### config.mk
export PLATFORM = sky130hd
export DESIGN_NAME = t06_sound_sequencer
export DESIGN_NICKNAME = d
export VERILOG_FILES = /design/src/rtl/t06_sound_pkg.sv /design/src/rtl/t06_event_fifo.sv /design/src/rtl/t06_sound_sequencer.sv
export SDC_FILE = /design/constraint.sdc
export NUM_CORES = 1
export LEC_CHECK = 0
export CORE_ASPECT_RATIO = 0.6
export CORE_UTILIZATION = 50
export DETAILED_ROUTE_END_ITERATION = 7
export PLACE_DENSITY_LB_ADDON = 0.08
export SLEW_MARGIN = 20
export SYNTH_ARGS = -nofsm -noshare
export SYNTH_HDL_FRONTEND = slang
export SYNTH_HIERARCHICAL = 1
export SYNTH_SLANG_ARGS = --single-unit
### constraint.sdc
create_clock -name clk -period 3.15 [get_ports clk]
set_input_delay 0.945 -clock clk [delete_from_list [all_inputs] [get_ports clk]]
set_output_delay 0.945 -clock clk [all_outputs]
set_load 0.1 [all_outputs]
### src/rtl/t06_sound_pkg.sv
// Shared types and jingle constants for the team-06 sound sequencer.
// Jingles are short fixed note lists played one note per step with a silent gap after each.
package t06_sound_pkg;

    localparam int NOTE_W   = 6;
    localparam int STEP_W   = 2;
    localparam int GOOD_LEN = 3;
    localparam int BAD_LEN  = 2;

    localparam logic [NOTE_W-1:0] GOOD_NOTE_0 = 6'd24;
    localparam logic [NOTE_W-1:0] GOOD_NOTE_1 = 6'd28;
    localparam logic [NOTE_W-1:0] GOOD_NOTE_2 = 6'd31;
    localparam logic [NOTE_W-1:0] BAD_NOTE_0  = 6'd12;
    localparam logic [NOTE_W-1:0] BAD_NOTE_1  = 6'd11;

    typedef enum logic [1:0] {
        ST_IDLE = 2'd0,
        ST_PLAY = 2'd1,
        ST_GAP  = 2'd2
    } state_t;

    typedef enum logic {
        EV_GOOD = 1'b0,
        EV_BAD  = 1'b1
    } event_t;

    // Index of the final step of a jingle.
    function automatic logic [STEP_W-1:0] jingle_last(input event_t code);
        return (code == EV_BAD) ? STEP_W'(BAD_LEN - 1) : STEP_W'(GOOD_LEN - 1);
    endfunction

endpackage

### src/rtl/t06_event_fifo.sv
// Small FIFO of 1-bit collision event codes; a push when full is ignored.
// Push and pop in the same cycle are both honoured.
module t06_event_fifo #(
    parameter int DEPTH = 4
) (
    input  logic clk,
    input  logic rst,
    input  logic push,
    input  logic push_data,
    input  logic pop,
    output logic pop_data,
    output logic full,
    output logic empty
);

    localparam int AW = $clog2(DEPTH);
    localparam logic [AW:0] FULL_CNT = (AW + 1)'(DEPTH);

    logic [DEPTH-1:0] mem;
    logic [AW-1:0]    wr_ptr;
    logic [AW-1:0]    rd_ptr;
    logic [AW:0]      count;
    logic             do_push;
    logic             do_pop;

    assign do_push  = push & ~full;
    assign do_pop   = pop & ~empty;
    assign full     = (count == FULL_CNT);
    assign empty    = (count == '0);
    assign pop_data = mem[rd_ptr];

    always_ff @(posedge clk) begin
        if (rst) begin
            wr_ptr <= '0;
            rd_ptr <= '0;
            count  <= '0;
        end else begin
            if (do_push) begin
                wr_ptr <= wr_ptr + 1'b1;
            end
            if (do_pop) begin
                rd_ptr <= rd_ptr + 1'b1;
            end
            if (do_push && !do_pop) begin
                count <= count + 1'b1;
            end else if (do_pop && !do_push) begin
                count <= count - 1'b1;
            end
        end
    end

    // Storage carries no reset; validity is tracked by count.
    always_ff @(posedge clk) begin
        if (do_push) begin
            mem[wr_ptr] <= push_data;
        end
    end

endmodule

### src/rtl/t06_sound_sequencer.sv
// Queues good/bad collision events and plays each as a fixed jingle of timed notes and gaps.
// Outputs feed the note lookup / PWM tone generator; all are registered.
module t06_sound_sequencer
    import t06_sound_pkg::*;
#(
    parameter int TICKS_PER_STEP = 1_200_000,
    parameter int QUEUE_DEPTH    = 4
) (
    input  logic              clk,
    input  logic              rst,
    input  logic              enable,
    input  logic              good_collision,
    input  logic              bad_collision,
    output logic [NOTE_W-1:0] note,
    output logic              tone_en,
    output logic              busy,
    output logic              dropped
);

    localparam int CNT_W = $clog2(TICKS_PER_STEP);
    localparam logic [CNT_W-1:0] PLAY_LOAD = CNT_W'(TICKS_PER_STEP - 1);
    localparam logic [CNT_W-1:0] GAP_LOAD  = CNT_W'((TICKS_PER_STEP >> 3) - 1);

    logic              good_p0;
    logic              bad_p0;
    logic              good_evt;
    logic              bad_evt;
    logic              evt_push;
    logic              drop_evt;
    logic              fifo_full;
    logic              fifo_empty;
    logic              fifo_data;
    logic              start_jingle;
    state_t            state;
    state_t            state_nxt;
    logic [CNT_W-1:0]  tick_cnt;
    logic [STEP_W-1:0] step;
    event_t            jingle_code;
    logic              tick_done;
    logic              step_last;
    logic [NOTE_W-1:0] note_nxt;
    logic              tone_nxt;

    function automatic logic [NOTE_W-1:0] jingle_note(input event_t code,
                                                      input logic [STEP_W-1:0] idx);
        logic [NOTE_W-1:0] n;
        n = '0;
        if (code == EV_BAD) begin
            case (idx)
                2'd0:    n = BAD_NOTE_0;
                2'd1:    n = BAD_NOTE_1;
                default: n = '0;
            endcase
        end else begin
            case (idx)
                2'd0:    n = GOOD_NOTE_0;
                2'd1:    n = GOOD_NOTE_1;
                2'd2:    n = GOOD_NOTE_2;
                default: n = '0;
            endcase
        end
        return n;
    endfunction

    // Stage p0: previous input levels for rising-edge detection.
    always_ff @(posedge clk) begin
        if (rst) begin
            good_p0 <= 1'b0;
            bad_p0  <= 1'b0;
        end else begin
            good_p0 <= good_collision;
            bad_p0  <= bad_collision;
        end
    end

    // A simultaneous GOOD+BAD keeps only BAD and counts as a drop.
    assign good_evt = enable & good_collision & ~good_p0;
    assign bad_evt  = enable & bad_collision & ~bad_p0;
    assign evt_push = good_evt | bad_evt;
    assign drop_evt = (good_evt & bad_evt) | (evt_push & fifo_full);

    assign start_jingle = (state == ST_IDLE) & ~fifo_empty & enable;
    assign tick_done    = (tick_cnt == '0);
    assign step_last    = (step == jingle_last(jingle_code));

    t06_event_fifo #(
        .DEPTH(QUEUE_DEPTH)
    ) u_fifo (
        .clk      (clk),
        .rst      (rst),
        .push     (evt_push),
        .push_data(bad_evt),
        .pop      (start_jingle),
        .pop_data (fifo_data),
        .full     (fifo_full),
        .empty    (fifo_empty)
    );

    always_ff @(posedge clk) begin
        if (rst) begin
            state <= ST_IDLE;
        end else begin
            state <= state_nxt;
        end
    end

    always_comb begin
        state_nxt = state;
        case (state)
            ST_IDLE: if (start_jingle) state_nxt = ST_PLAY;
            ST_PLAY: if (enable && tick_done) state_nxt = ST_GAP;
            ST_GAP:  if (enable && tick_done) state_nxt = step_last ? ST_IDLE : ST_PLAY;
            default: state_nxt = ST_IDLE;
        endcase
    end

    // Tick counter and step pointer freeze whenever enable is low.
    always_ff @(posedge clk) begin
        if (rst) begin
            tick_cnt    <= '0;
            step        <= '0;
            jingle_code <= EV_GOOD;
        end else if (start_jingle) begin
            tick_cnt    <= PLAY_LOAD;
            step        <= '0;
            jingle_code <= event_t'(fifo_data);
        end else if (enable && state != ST_IDLE) begin
            if (!tick_done) begin
                tick_cnt <= tick_cnt - 1'b1;
            end else if (state == ST_PLAY) begin
                tick_cnt <= GAP_LOAD;
            end else if (!step_last) begin
                tick_cnt <= PLAY_LOAD;
                step     <= step + 1'b1;
            end
        end
    end

    always_comb begin
        note_nxt = note;
        tone_nxt = 1'b0;
        case (state)
            ST_IDLE: note_nxt = '0;
            ST_PLAY: begin
                note_nxt = jingle_note(jingle_code, step);
                tone_nxt = enable;
            end
            default: note_nxt = note;
        endcase
    end

    // Stage p1: registered outputs.
    always_ff @(posedge clk) begin
        if (rst) begin
            note    <= '0;
            tone_en <= 1'b0;
            busy    <= 1'b0;
            dropped <= 1'b0;
        end else begin
            note    <= note_nxt;
            tone_en <= tone_nxt;
            busy    <= (state != ST_IDLE) | ~fifo_empty;
            dropped <= drop_evt;
        end
    end

endmodule

==> flow_summary.yaml, run 1 <==
yosys:
  syn_area_per_cell_um2: 9.04
  synthTopCellsByArea: "dfxtp_1 33%, ha_1 5.4%, edfxtp_1 4.7%"
  synth-edff-count: 4
  yosysMostFrequentCell: "dfxtp_1"
  synth_common_cells: "42 x dfxtp_1, 26 x nor2_1, 18 x a21oi_1"
  ys_types: 67
  yosysTopAreaCellShare: 0.331
  syn-cell-area_um2: 2540
  dominantRegCellSynth: "dfxtp_1"
  ys_ff_latch: 46
  async_flop_share: 0
  synth_cells: 281
  synth_top_area_cell: "dfxtp_1"
  ys_seq_area_frac: 0.378
  yosysWarningCount: 6
  syn_nets: 298
power:
  peakVddDrop_v: 0.000488
  total_power_mw: 2.76
  p_per_area_nw_per_um2: 977
  static-leakage-power_nw: 1.05
floorplan:
  coreArea_um2: 4730
  die_w_um: 94.0
  initial_core_util: 0.537
  die_y_um: 57.2
  num_io_pins: 14
  placementRows: 19
  dieArea_um2: 5380
critical_path:
  r2r-start: "tick_cnt[17]"
  rr_worst_depth: 6
  r2r-end: "tick_cnt[3]"
  worstPathMaxFanout: 3
  worst_path_max_delay_cell: "clkdlybuf4s50_1"
  start_kind: "input pin"
  crit_buf_inv: 3
  cpMostUsedCell: "inv_1"
  cp.depth: 11
  critPathTopFamily: "buffers and inverters"
  critPathKind: "in2reg"
  worstPathArrival_ps: 3180
  cp-startpoint: "enable"
  crit_required_ps: 3390
  cp-endpoint: "u_fifo/count[2]"
  r2r_slack_ps: 550
  worstPathCellList: "clkdlybuf4s50_1, nand2_1, o22ai_1, inv_1, nor2_2, ha_1, inv_1, fa_1, xor2_1, or3_1, a21oi_1"
  end_kind: "register"
  slowest_delay_ps: 520
place:
  portBuffers: 12
  gp_congestion: 0.822
  placed_area_um2: 2740
  dpl.hpwl_mm: 4.05
  place_inst: 355
  dp_slack_ps: -53.5
global_route:
  grt_overflow_total: 0
  antenna_found_initial: 0
  grt_pass1_vias: 1893
  grtUsageTotal: 0.232
  grt_max_degree: 37
  grt_first_pass_wirelength_mm: 9.45
finish:
  nets: 316
  fillers: 444
  drive_gt1_frac: 0.163
  stdcell_count: 363
  antenna_cells: 0
  stdcell_area_um2: 2820
  multiInputGateArea_um2: 1460
  fin_util: 0.597
  seqCellArea_um2: 961
  syn_to_final_growth_pct: 11.2
run_status:
  outcome: "finished, final reports clean"
timing:
  rsz0062_at_grt: "false"
  slew_violations: 0
  skew_ps: 8.82
  fmax_mhz: 340
  tns_ps: 0
  final.setup.worst_slack_ps: 213
  hold_viol_final: 0
  setup_viol: 0
  hold_slack_ps: 468
  period_share: 0.933
  period_needed_ps: 2940
cts:
  h-tree-depth: 2
  cts.sinks: 46
  clk_latency_ps: 300
  clock-root-buffer: "clkbuf_8"
  cts-buffers-inserted: 5
  ctsHoldBuffers: 0
  cts_post_setup_buffers_inserted: 0
  clk_pin_slew_ps: 90
  cts_tree: "done"
  cts_resized: 0
  clock_path_buffers: 2
route:
  drc_errors: 0
  wirelength_mm: 5.63
  detail_route.wl_per_cell_um: 15.5
  drtIter0Drc: 143
  via_per_inst: 5.86
  detail-route-antenna-nets: 0
  dr.pass1.iters: 4
  num_vias: 2127
flow_run:
  maxCapViolCount: 0
hold_path:
  hold_path.class: "reg2reg"
  min_from: "note[3]"
## worst reg2reg max path: cells and delay by family, from the launching register on
kind	cells	cell delay (ps)
buffers and inverters	1	260
AND/OR/NAND/NOR	2	1130
flip-flops	1	360
AO/OA/AOI/OAI	3	790
## cell type report
class,count,area share
multi-input cells,209,0.516
flip-flops and latches,46,0.340
repair buffers,26,0.0727
well taps,63,0.0279
clock buffers,6,0.0257
inverters,11,0.0146
clock inverters,2,0.00310
## where the power goes
| part | switching [mW] | internal, mW |
|---|---|---|
| Combinational | 0.893 | 0.579 |
| Sequential | 0.200 | 0.738 |
| Clock | 0.196 | 0.153 |
| Total | 1.29 | 1.47 |
## logic make-up after synthesis
| logic type | count (synthesis) | share of synthesized area |
|---|---|---|
| AOI/OAI and AO/OA | 73 | 0.205 |
| xor gates and xnor gates | 5 | 0.0172 |
| adders and majority gates | 12 | 0.0621 |
| buffers and inverters | 26 | 0.0483 |
| DFF | 46 | 0.378 |
| muxes | 7 | 0.0330 |
| other | 1 | 0.00148 |
| and+or+nand+nor | 111 | 0.254 |
## per-layer routing
layer / wire length (µm) / track usage / up-vias
li1: - / - / 1080
met1: 3160 / 0.376 / 999
met2: 2160 / 0.298 / 46
met3: 277 / 0.0573 / 2
met4: 29 / 0.0527 / 0
met5: 0 / 0 / -
## flip-flops by register name, indices dropped and copies added, names as in the netlist
register       flops
tick_cnt          21
note               4
u_fifo/mem         4
u_fifo/count       3
state              2
step               2
u_fifo/rd_ptr      2
u_fifo/wr_ptr      2
bad_p0             1
busy               1
dropped            1
good_p0            1
jingle_code        1
tone_en            1
## layout by cell type (no fill, tap or decap), types with 5 or more instances in the layout
| cell | count |
|---|---|
| mux2i_1 | 5 |
| and2_1 | 5 |
| ha_1 | 11 |
| nand2_1 | 15 |
| o31ai_1 | 5 |
| nand3_1 | 6 |
| or3_1 | 7 |
| a31oi_1 | 6 |
| buf_4 | 22 |
| dfxtp_1 | 42 |
| a21oi_1 | 18 |
| o21ai_0 | 6 |
| clkbuf_8 | 5 |
| or4_1 | 5 |
| nor3_1 | 14 |
| nor2_1 | 26 |
| o21a_1 | 5 |
| inv_1 | 11 |
## worst min path at each step
stage	end	slack, ps	cells past startpoint
CTS	note[3]	470	2
global placement	note[3]	450	2
finish	note[3]	470	2
floorplan	tick_cnt[19]	450	2
global route	tick_cnt[19]	510	2
detailed placement	note[3]	460	2
Note: power is estimated with default switching activity, not from simulation.
==> inputs of run 2 (changes only) <==
==> constraint.sdc (replaced) <==
create_clock -name clk -period 3.15 [get_ports clk]
set_input_delay 0.945 -clock clk [delete_from_list [all_inputs] [get_ports clk]]
set_output_delay 0.945 -clock clk [all_outputs]
set_load 0.05 [all_outputs]
==> run 2 against run 1 <==
Compared with the run above:
- wire length grew 5.7%
- power is essentially flat
- critical path depth is the same
- sequential cell count is the same
- utilization grew 0.61 points
- design area grew 1.0%
- hold slack lost 6.4 ps
- clock power grew 1%
- critical endpoint unchanged
==> flow_summary.yaml, run 2 (synthesis gave the netlist of run 1 again) <==
run_status:
  outcome: "finished, final reports clean"
critical_path:
  crit_required_ps: 3390
  start_kind: "input pin"
  worst_path_max_delay_cell: "clkdlybuf4s50_1"
  worstPathCellList: "clkdlybuf4s50_1, nand2_1, o22ai_1, inv_1, nor2_2, ha_1, inv_1, fa_1, xor2_1, or3_1, a21oi_1"
  r2r-end: "tick_cnt[3]"
  rr_worst_depth: 6
  slowest_delay_ps: 510
  critPathKind: "in2reg"
  worstPathArrival_ps: 3140
  worstPathMaxFanout: 3
  cpMostUsedCell: "inv_1"
  r2r-start: "tick_cnt[17]"
  end_kind: "register"
  r2r_slack_ps: 500
timing:
  fmax_mhz: 344
  setup_viol: 0
  period_needed_ps: 2900
  hold_viol_final: 0
  rsz0062_at_grt: "false"
  skew_ps: 10.1
  hold_slack_ps: 462
  tns_ps: 0
  slew_violations: 0
  tightestPinTransition_ps: 545
  slew_headroom: 0.634
  period_share: 0.922
power:
  power_frac_comb: 0.532
  static-leakage-power_nw: 1.04
  seq_power_share: 0.339
  p_per_area_nw_per_um2: 966
  intPower_mw: 1.48
  peakVddDrop_v: 0.000554
  total_power_mw: 2.76
  switching_share: 0.464
  clkPwrFrac: 0.128
  power.switching_mw: 1.28
finish:
  seqCellArea_um2: 961
  layout_commonest_cell: "dfxtp_1"
  syn_to_final_growth_pct: 12.3
  layout_common_cells: "42 x dfxtp_1, 26 x nor2_1, 18 x a21oi_1, 15 x nand2_1, 15 x buf_4"
  antenna_cells: 0
  multiInputGateArea_um2: 1460
  largest-register: "tick_cnt"
  reg_top3: "tick_cnt (21), note (4), u_fifo/mem (4)"
  nets: 317
  drive_gt1_frac: 0.143
  fillers: 428
  largest_reg_flops: 21
  stdcell_count: 364
place:
  gp_congestion: 0.840
  dpl.hpwl_mm: 4.23
  portBuffers: 12
  place_inst: 356
floorplan:
  die_y_um: 57.2
  coreArea_um2: 4730
  placementRows: 19
  die_w_um: 94.0
  initial_core_util: 0.537
  num_io_pins: 14
  dieArea_um2: 5380
global_route:
  grtUsageTotal: 0.238
  grt_max_degree: 20
  grt_overflow_total: 0
  antenna_found_initial: 0
  grt_pass1_vias: 1926
  grt_first_pass_wirelength_mm: 9.72
cts:
  ctsHoldBuffers: 0
  clock-root-buffer: "clkbuf_8"
  clk_latency_ps: 310
  cts.sinks: 46
  clk_pin_slew_ps: 80
  cts_post_setup_buffers_inserted: 0
  cts_tree: "done"
  clock_path_buffers: 2
  h-tree-depth: 2
  cts_resized: 0
  cts-buffers-inserted: 5
route:
  num_vias: 2202
  detail_route.wl_per_cell_um: 16.3
  dr.pass1.iters: 4
  detail-route-antenna-nets: 0
  drc_errors: 0
  wirelength_mm: 5.95
  via_per_inst: 6.05
  drtIter0Drc: 165
hold_path:
  holdPathStages: 2
  hold_path.class: "reg2reg"
  hold_path_end: "note[3]"
  min_from: "note[3]"
flow_run:
  maxCapViolCount: 0
## run 2: cell types whose count changed in the layout (fill, tap and decap cells not counted)
cell | before | now
buf_4 | 22 | 15
clkdlybuf4s50_1 | 4 | 12
clkinv_1 | 1 | 0
clkinv_2 | 1 | 2
## run 2: metal layers
layer | global-route usage | up-vias | routed length [µm]
li1 | - | 1085 | -
met1 | 0.375 | 1023 | 3110
met2 | 0.311 | 81 | 2300
met3 | 0.0627 | 13 | 463
met4 | 0.0681 | 0 | 78
met5 | 0 | - | 0
## run 2: critical path: cells and delay by family
family / cells / cell delay [ps]
and+or+nand+nor: 3 / 520
buffers and inverters: 3 / 670
adders and majority gates: 2 / 550
AOI/OAI and AO/OA: 2 / 300
xor gates and xnor gates: 1 / 170
## run 2: worst max-delay path by stage
stage | startpoint | depth (start not counted) | endpoint | slack, ps
after global routing | enable | 11 | u_fifo/count[2] | 130
after global placement | enable | 11 | u_fifo/count[2] | 10
after floorplan | enable | 11 | u_fifo/count[2] | 190
after CTS | enable | 11 | u_fifo/count[2] | 270
after detailed placement | enable | 11 | u_fifo/count[2] | -30
final | enable | 11 | u_fifo/count[2] | 250
## run 2: metrics by stage
stage          cell area [µm²]   util  setup slack (ps)
2_1_floorplan             2540      -               193
3_3_place_gp              2770  0.586              11.9
3_5_place_dp              2770  0.586             -30.0
4_1_cts                   2850  0.603               267
5_1_grt                   2850  0.603               128
6_report                  2850  0.603               246
## run 2: power by group through the flow
stage          combinational, mW  sequential (mW)  clock (mW)
2_1_floorplan               1.07            0.929           0
3_3_place_gp                1.40            0.940           0
3_5_place_dp                1.43            0.942           0
4_1_cts                     1.44            0.930       0.363
5_1_grt                     1.61            0.967       0.392
6_report                    1.47            0.936       0.353
## run 2: cell type report
class,count,area share
clock inverter,2,0.00351
clock buffer,6,0.0254
tap,63,0.0276
inverter,11,0.0145
multi-input combinational,209,0.511
timing repair buffer,27,0.0816
sequential,46,0.337
